<file path="config.mk">
export PLATFORM = sky130hd
export DESIGN_NAME = axi_lite_master
export DESIGN_NICKNAME = d
export VERILOG_FILES = /design/src/rtl/axi_lite_master.sv
export SDC_FILE = /design/constraint.sdc
export NUM_CORES = 1
export LEC_CHECK = 0
export CORE_MARGIN = 5
export CORE_UTILIZATION = 31
export CTS_CLUSTER_DIAMETER = 80
export DETAILED_ROUTE_END_ITERATION = 8
export HOLD_SLACK_MARGIN = 0.08
export PLACE_DENSITY = 0.65
export SKIP_LAST_GASP = 1
export SYNTH_ARGS = -nofsm -noshare
export SYNTH_HDL_FRONTEND = slang
export SYNTH_SLANG_ARGS = --single-unit
</file>
<file path="constraint.sdc">
create_clock -name aclk -period 1.9 [get_ports aclk]
set_input_delay 0.19 -clock aclk [delete_from_list [all_inputs] [get_ports aclk]]
set_output_delay 0.19 -clock aclk [all_outputs]
set_load 0.01 [all_outputs]
</file>
<file path="src/rtl/axi_lite_master.sv">
// Single-outstanding AXI4-Lite initiator: one command in, one AXI
// transaction out, one held response back to the requester.
module axi_lite_master #(
    parameter int ADDR_W = 32,
    parameter int DATA_W = 32
) (
    input  logic                aclk,
    input  logic                aresetn,
    input  logic                cmd_valid,
    output logic                CMD_READY,
    input  logic                cmd_we,
    input  logic [ADDR_W-1:0]   cmd_addr,
    input  logic [DATA_W-1:0]   cmd_wdata,
    input  logic [DATA_W/8-1:0] cmd_wstrb,
    output logic                RSP_VALID,
    input  logic                rsp_ready,
    output logic [DATA_W-1:0]   RSP_RDATA,
    output logic [1:0]          RSP_RESP,
    output logic                RSP_WE,
    output logic                BUSY,
    output logic [ADDR_W-1:0]   AW_ADDR,
    output logic                AW_VALID,
    input  logic                aw_ready,
    output logic [DATA_W-1:0]   W_DATA,
    output logic [DATA_W/8-1:0] W_STRB,
    output logic                W_VALID,
    input  logic                w_ready,
    input  logic [1:0]          b_resp,
    input  logic                b_valid,
    output logic                B_READY,
    output logic [ADDR_W-1:0]   AR_ADDR,
    output logic                AR_VALID,
    input  logic                ar_ready,
    input  logic [DATA_W-1:0]   r_data,
    input  logic [1:0]          r_resp,
    input  logic                r_valid,
    output logic                R_READY
);
    localparam int STRB_W = DATA_W / 8;

    typedef enum logic [2:0] {
        IDLE, WR_REQ, WR_RESP, RD_REQ, RD_DATA, RESP
    } state_e;

    state_e              state_q, state_d;
    logic                cmd_ready_q, cmd_ready_d;
    logic                busy_q, busy_d;
    logic [ADDR_W-1:0]   addr_q, addr_d;
    logic [DATA_W-1:0]   wdata_q, wdata_d;
    logic [STRB_W-1:0]   wstrb_q, wstrb_d;
    logic                aw_valid_q, aw_valid_d;
    logic                w_valid_q, w_valid_d;
    logic                b_ready_q, b_ready_d;
    logic                ar_valid_q, ar_valid_d;
    logic                r_ready_q, r_ready_d;
    logic                rsp_valid_q, rsp_valid_d;
    logic [DATA_W-1:0]   rsp_rdata_q, rsp_rdata_d;
    logic [1:0]          rsp_resp_q, rsp_resp_d;
    logic                rsp_we_q, rsp_we_d;

    always_comb begin
        state_d     = state_q;
        cmd_ready_d = cmd_ready_q;
        addr_d      = addr_q;
        wdata_d     = wdata_q;
        wstrb_d     = wstrb_q;
        aw_valid_d  = aw_valid_q;
        w_valid_d   = w_valid_q;
        b_ready_d   = b_ready_q;
        ar_valid_d  = ar_valid_q;
        r_ready_d   = r_ready_q;
        rsp_valid_d = rsp_valid_q;
        rsp_rdata_d = rsp_rdata_q;
        rsp_resp_d  = rsp_resp_q;
        rsp_we_d    = rsp_we_q;
        unique case (state_q)
            IDLE: begin
                if (cmd_valid) begin
                    addr_d      = cmd_addr;
                    wdata_d     = cmd_wdata;
                    wstrb_d     = cmd_wstrb;
                    cmd_ready_d = 1'b0;
                    if (cmd_we) begin
                        aw_valid_d = 1'b1;
                        w_valid_d  = 1'b1;
                        state_d    = WR_REQ;
                    end else begin
                        ar_valid_d = 1'b1;
                        state_d    = RD_REQ;
                    end
                end
            end
            WR_REQ: begin
                // AW and W retire independently, in either order
                if (aw_valid_q && aw_ready) aw_valid_d = 1'b0;
                if (w_valid_q && w_ready)   w_valid_d  = 1'b0;
                if (!aw_valid_d && !w_valid_d) begin
                    b_ready_d = 1'b1;
                    state_d   = WR_RESP;
                end
            end
            WR_RESP: begin
                if (b_valid) begin
                    rsp_resp_d  = b_resp;
                    rsp_rdata_d = '0;
                    rsp_we_d    = 1'b1;
                    b_ready_d   = 1'b0;
                    rsp_valid_d = 1'b1;
                    state_d     = RESP;
                end
            end
            RD_REQ: begin
                if (ar_ready) begin
                    ar_valid_d = 1'b0;
                    r_ready_d  = 1'b1;
                    state_d    = RD_DATA;
                end
            end
            RD_DATA: begin
                if (r_valid) begin
                    rsp_rdata_d = r_data;
                    rsp_resp_d  = r_resp;
                    rsp_we_d    = 1'b0;
                    r_ready_d   = 1'b0;
                    rsp_valid_d = 1'b1;
                    state_d     = RESP;
                end
            end
            RESP: begin
                if (rsp_ready) begin
                    rsp_valid_d = 1'b0;
                    cmd_ready_d = 1'b1;
                    state_d     = IDLE;
                end
            end
            default: state_d = IDLE;
        endcase
        busy_d = (state_d != IDLE);
    end

    always_ff @(posedge aclk or negedge aresetn) begin
        if (!aresetn) begin
            state_q     <= IDLE;
            cmd_ready_q <= 1'b1;
            busy_q      <= 1'b0;
            addr_q      <= '0;
            wdata_q     <= '0;
            wstrb_q     <= '0;
            aw_valid_q  <= 1'b0;
            w_valid_q   <= 1'b0;
            b_ready_q   <= 1'b0;
            ar_valid_q  <= 1'b0;
            r_ready_q   <= 1'b0;
            rsp_valid_q <= 1'b0;
            rsp_rdata_q <= '0;
            rsp_resp_q  <= '0;
            rsp_we_q    <= 1'b0;
        end else begin
            state_q     <= state_d;
            cmd_ready_q <= cmd_ready_d;
            busy_q      <= busy_d;
            addr_q      <= addr_d;
            wdata_q     <= wdata_d;
            wstrb_q     <= wstrb_d;
            aw_valid_q  <= aw_valid_d;
            w_valid_q   <= w_valid_d;
            b_ready_q   <= b_ready_d;
            ar_valid_q  <= ar_valid_d;
            r_ready_q   <= r_ready_d;
            rsp_valid_q <= rsp_valid_d;
            rsp_rdata_q <= rsp_rdata_d;
            rsp_resp_q  <= rsp_resp_d;
            rsp_we_q    <= rsp_we_d;
        end
    end

    assign CMD_READY = cmd_ready_q;
    assign BUSY      = busy_q;
    assign AW_ADDR   = addr_q;
    assign AR_ADDR   = addr_q;
    assign W_DATA    = wdata_q;
    assign W_STRB    = wstrb_q;
    assign AW_VALID  = aw_valid_q;
    assign W_VALID   = w_valid_q;
    assign B_READY   = b_ready_q;
    assign AR_VALID  = ar_valid_q;
    assign R_READY   = r_ready_q;
    assign RSP_VALID = rsp_valid_q;
    assign RSP_RDATA = rsp_rdata_q;
    assign RSP_RESP  = rsp_resp_q;
    assign RSP_WE    = rsp_we_q;

endmodule
</file>
==> key figures <==
Outcome
  • Status: finished clean

Logic synthesis
  • Yosys cell types: 30
  • XOR/XNOR Fraction of Synth Area: 0
  • Post-Syn Area: 0.00492 mm²
  • Proportion of netlist area held by the largest area contributor: 0.575
  • Mux cell area share after synthesis: 0.232
  • Most common cell in the netlist: dfrtp_1
  • YS warnings: 0
  • Main synth FF type: dfrtp_1
  • Fraction of the yosys area taken by sequential cells: 0.581
  • Synth Area in Compound Gates: 0.0323
  • Cells after Synth: 384
  • Top cells by area, synth: dfrtp_1, mux2_2, mux2i_1
  • Synth area leader: dfrtp_1
  • Post-Syn Area per Cell: 12.8 µm²
  • Synth Area in Adders: 0
  • Net Count, Synth: 498
  • Synth Area in Simple Gates: 0.0560
  • Asr flop ratio synth: 1.00
  • Post-synth EDFFs: 0
  • Largest family of logic cells by synthesized area: multiplexers
  • Flops & latches, synth: 114
  • Post-synth top cells: dfrtp_1, mux2_2, nand2_1

Cells and area
  • Layout cells sized above 1: 0.171
  • ANT cells: 0
  • Area growth syn-to-layout: 67.4%
  • Design area: 0.00823 mm²
  • Fin nets: 743
  • Final core utilization: 0.524

Detailed routing
  • Initial DRC count: 76
  • WL final: 13.8 mm
  • Avg WL per Cell: 16.1 µm
  • Drt drc: 0
  • Vias: 3757
  • TritonRoute pass-1 iters: 4
  • DRT antenna net count: 0
  • Vias/cell: 4.38

Placement
  • Post-detail-place hpwl: 10.8 mm
  • Area after DPL: 0.00766 mm²
  • IO Port Bufs: 256
  • RD Place Congestion: 0.793

Clock tree
  • Clk_lat worst skew: 400 ps
  • TritonCTS clock tree: yes
  • Post-CTS Setup Repair Bufs: 0
  • # H-tree levels: 4
  • Clock sink count: 114
  • Root buffer cell: clkbuf_16
  • CTS Buf Count: 17
  • Clock Tree Buf Depth: 2
  • Worst-path clk slew: 60 ps

Die
  • Rows: 46
  • Die width: 136 µm
  • Initial Utilization: 0.313
  • Die Y: 136 µm
  • Core ar.: 0.0157 mm²
  • Die area: 0.0185 mm²
  • Io pins: 257

Timing
  • Final worst-path cycle share: 0.914
  • Max transition margin: 0.631
  • Fmax: 576 MHz
  • Final setup fails: 0
  • Max Slew Vio Count: 0
  • Worst-Margin Slew: 553 ps
  • Minimum clock period: 1740 ps
  • Final Hold Vio Count: 0
  • Clk_skew: 5.72 ps
  • RSZ-0062 raised after global routing: false

Global routing
  • Total gr overflow: 0
  • Antenna violations before repair: 0
  • First-pass GRT wire length: 21.2 mm
  • Pin count of the biggest net entering global routing: 48
  • Gr usage total: 0.149
  • Vias in the first global route: 4036

Setup path
  • Required @ worst endpoint: 2180 ps
  • Crit path DAT: 2020 ps
  • CP max FO: 7
  • Crit Path Class: flop to flop
  • Worst Setup End Kind: flop
  • CP Launch Type: flop

Power and ir drop
  • Cell Pwr Density: 1690 mW/mm²
  • Power consumption: 13900 µW
  • Worst vdd ir: 0.724 mV
  • Pleak: 0.00330 µW

Run
  • Max_cap viols: 0

Hold path
  • Hold Path Class: input port to async pin
## where the power goes
group	leakage (µW)	internal [µW]	switching (µW)	total, µW
clock network	0.000254	1800	1160	2960
registers	0.00139	3610	809	4420
logic	0.00166	4000	2500	6510
total	0.00330	9410	4470	13900
## kinds of logic (layout without fill, tap and decap cells)
logic type             after synthesis  count (layout)
AO/OA/AOI/OAI                       23              23
buffers and inverters               86             344
flip-flops                         114             114
multiplexers                       105             105
AND/OR/NAND/NOR                     56              56
## critical path, stage by stage, from the launching register on
cell and delay [ps]:
dfrtp_1 460, buf_4 200, nor2b_1 180, a311oi_1 400, or3b_1 380
## cells in the final DEF, fill, tap and decap left out, drive strengths merged, types with 4 or more instances in the layout
cell type | Yosys | layout
clkbuf | 2 | 17
a21oi | 4 | 4
dfrtp | 113 | 113
a31oi | 5 | 5
clkinvlp | 0 | 7
mux2 | 72 | 72
mux2i | 33 | 33
clkdlybuf4s50 | 0 | 255
buf | 49 | 21
nand2 | 39 | 39
o2bb2ai | 6 | 6
inv | 35 | 38
clkinv | 0 | 4
## final cells by class
| class | count | area (µm²) |
|---|---|---|
| repair buffers | 277 | 2820 |
| inverters | 35 | 131 |
| well taps | 216 | 270 |
| multi-input cells | 184 | 1590 |
| clock inverters | 15 | 136 |
| flip-flops and latches | 114 | 2860 |
| fillers | 1361 | 7480 |
| clock buffers | 17 | 425 |
## per-layer routing
layer | GRT usage | vias up | part of all wire
met2 | 0.265 | 155 | 0.52
met4 | 0.0582 | 0 | 0.019
met5 | 0 | - | 0
met3 | 0.0481 | 22 | 0.081
li1 | - | 1744 | -
met1 | 0.165 | 1836 | 0.38
## registers in the layout, indices dropped and copies added (netlist names)
name       count
state_q        3
W_STRB         4
RSP_WE         1
RSP_RESP       2
W_VALID        1
AR_ADDR       32
W_DATA        32
B_READY        1
R_READY        1
RSP_VALID      1
AR_VALID       1
AW_VALID       1
CMD_READY      1
RSP_RDATA     32
BUSY           1
## repair_timing
item                                    in CTS  in global routing
endpoints found under the setup margin       3                  0
gates resized for setup                      1                  0
endpoints found under the hold margin       35                  0
hold buffers                                 1                  0
## stage by stage
stage / setup slack [ps] / setup TNS, ps / cells / hold WS (ps)
after floorplan: 284 / 0 / 384 / -106
after global placement: 105 / 0 / 825 / 212
after detailed placement: -32.2 / -40.2 / 825 / 212
after CTS: 112 / 0 / 858 / 311
after global routing: 41.2 / 0 / 858 / 332
final: 164 / 0 / 858 / 307
## final timing paths
kind | cells after the start | end | slack [ps] | start
max | 4 | state_q[0] | 160 | state_q[0]
min | 2 | RSP_VALID | 310 | aresetn
max reg2reg | 4 | state_q[0] | 160 | state_q[0]
min reg2reg | 1 | CMD_READY | 500 | CMD_READY
max in group asynchronous | 3 | AR_ADDR[22] | 930 | aresetn
min in group aclk | 3 | RSP_RDATA[17] | 340 | r_data[17]
Note: power is estimated with default switching activity, not from simulation.
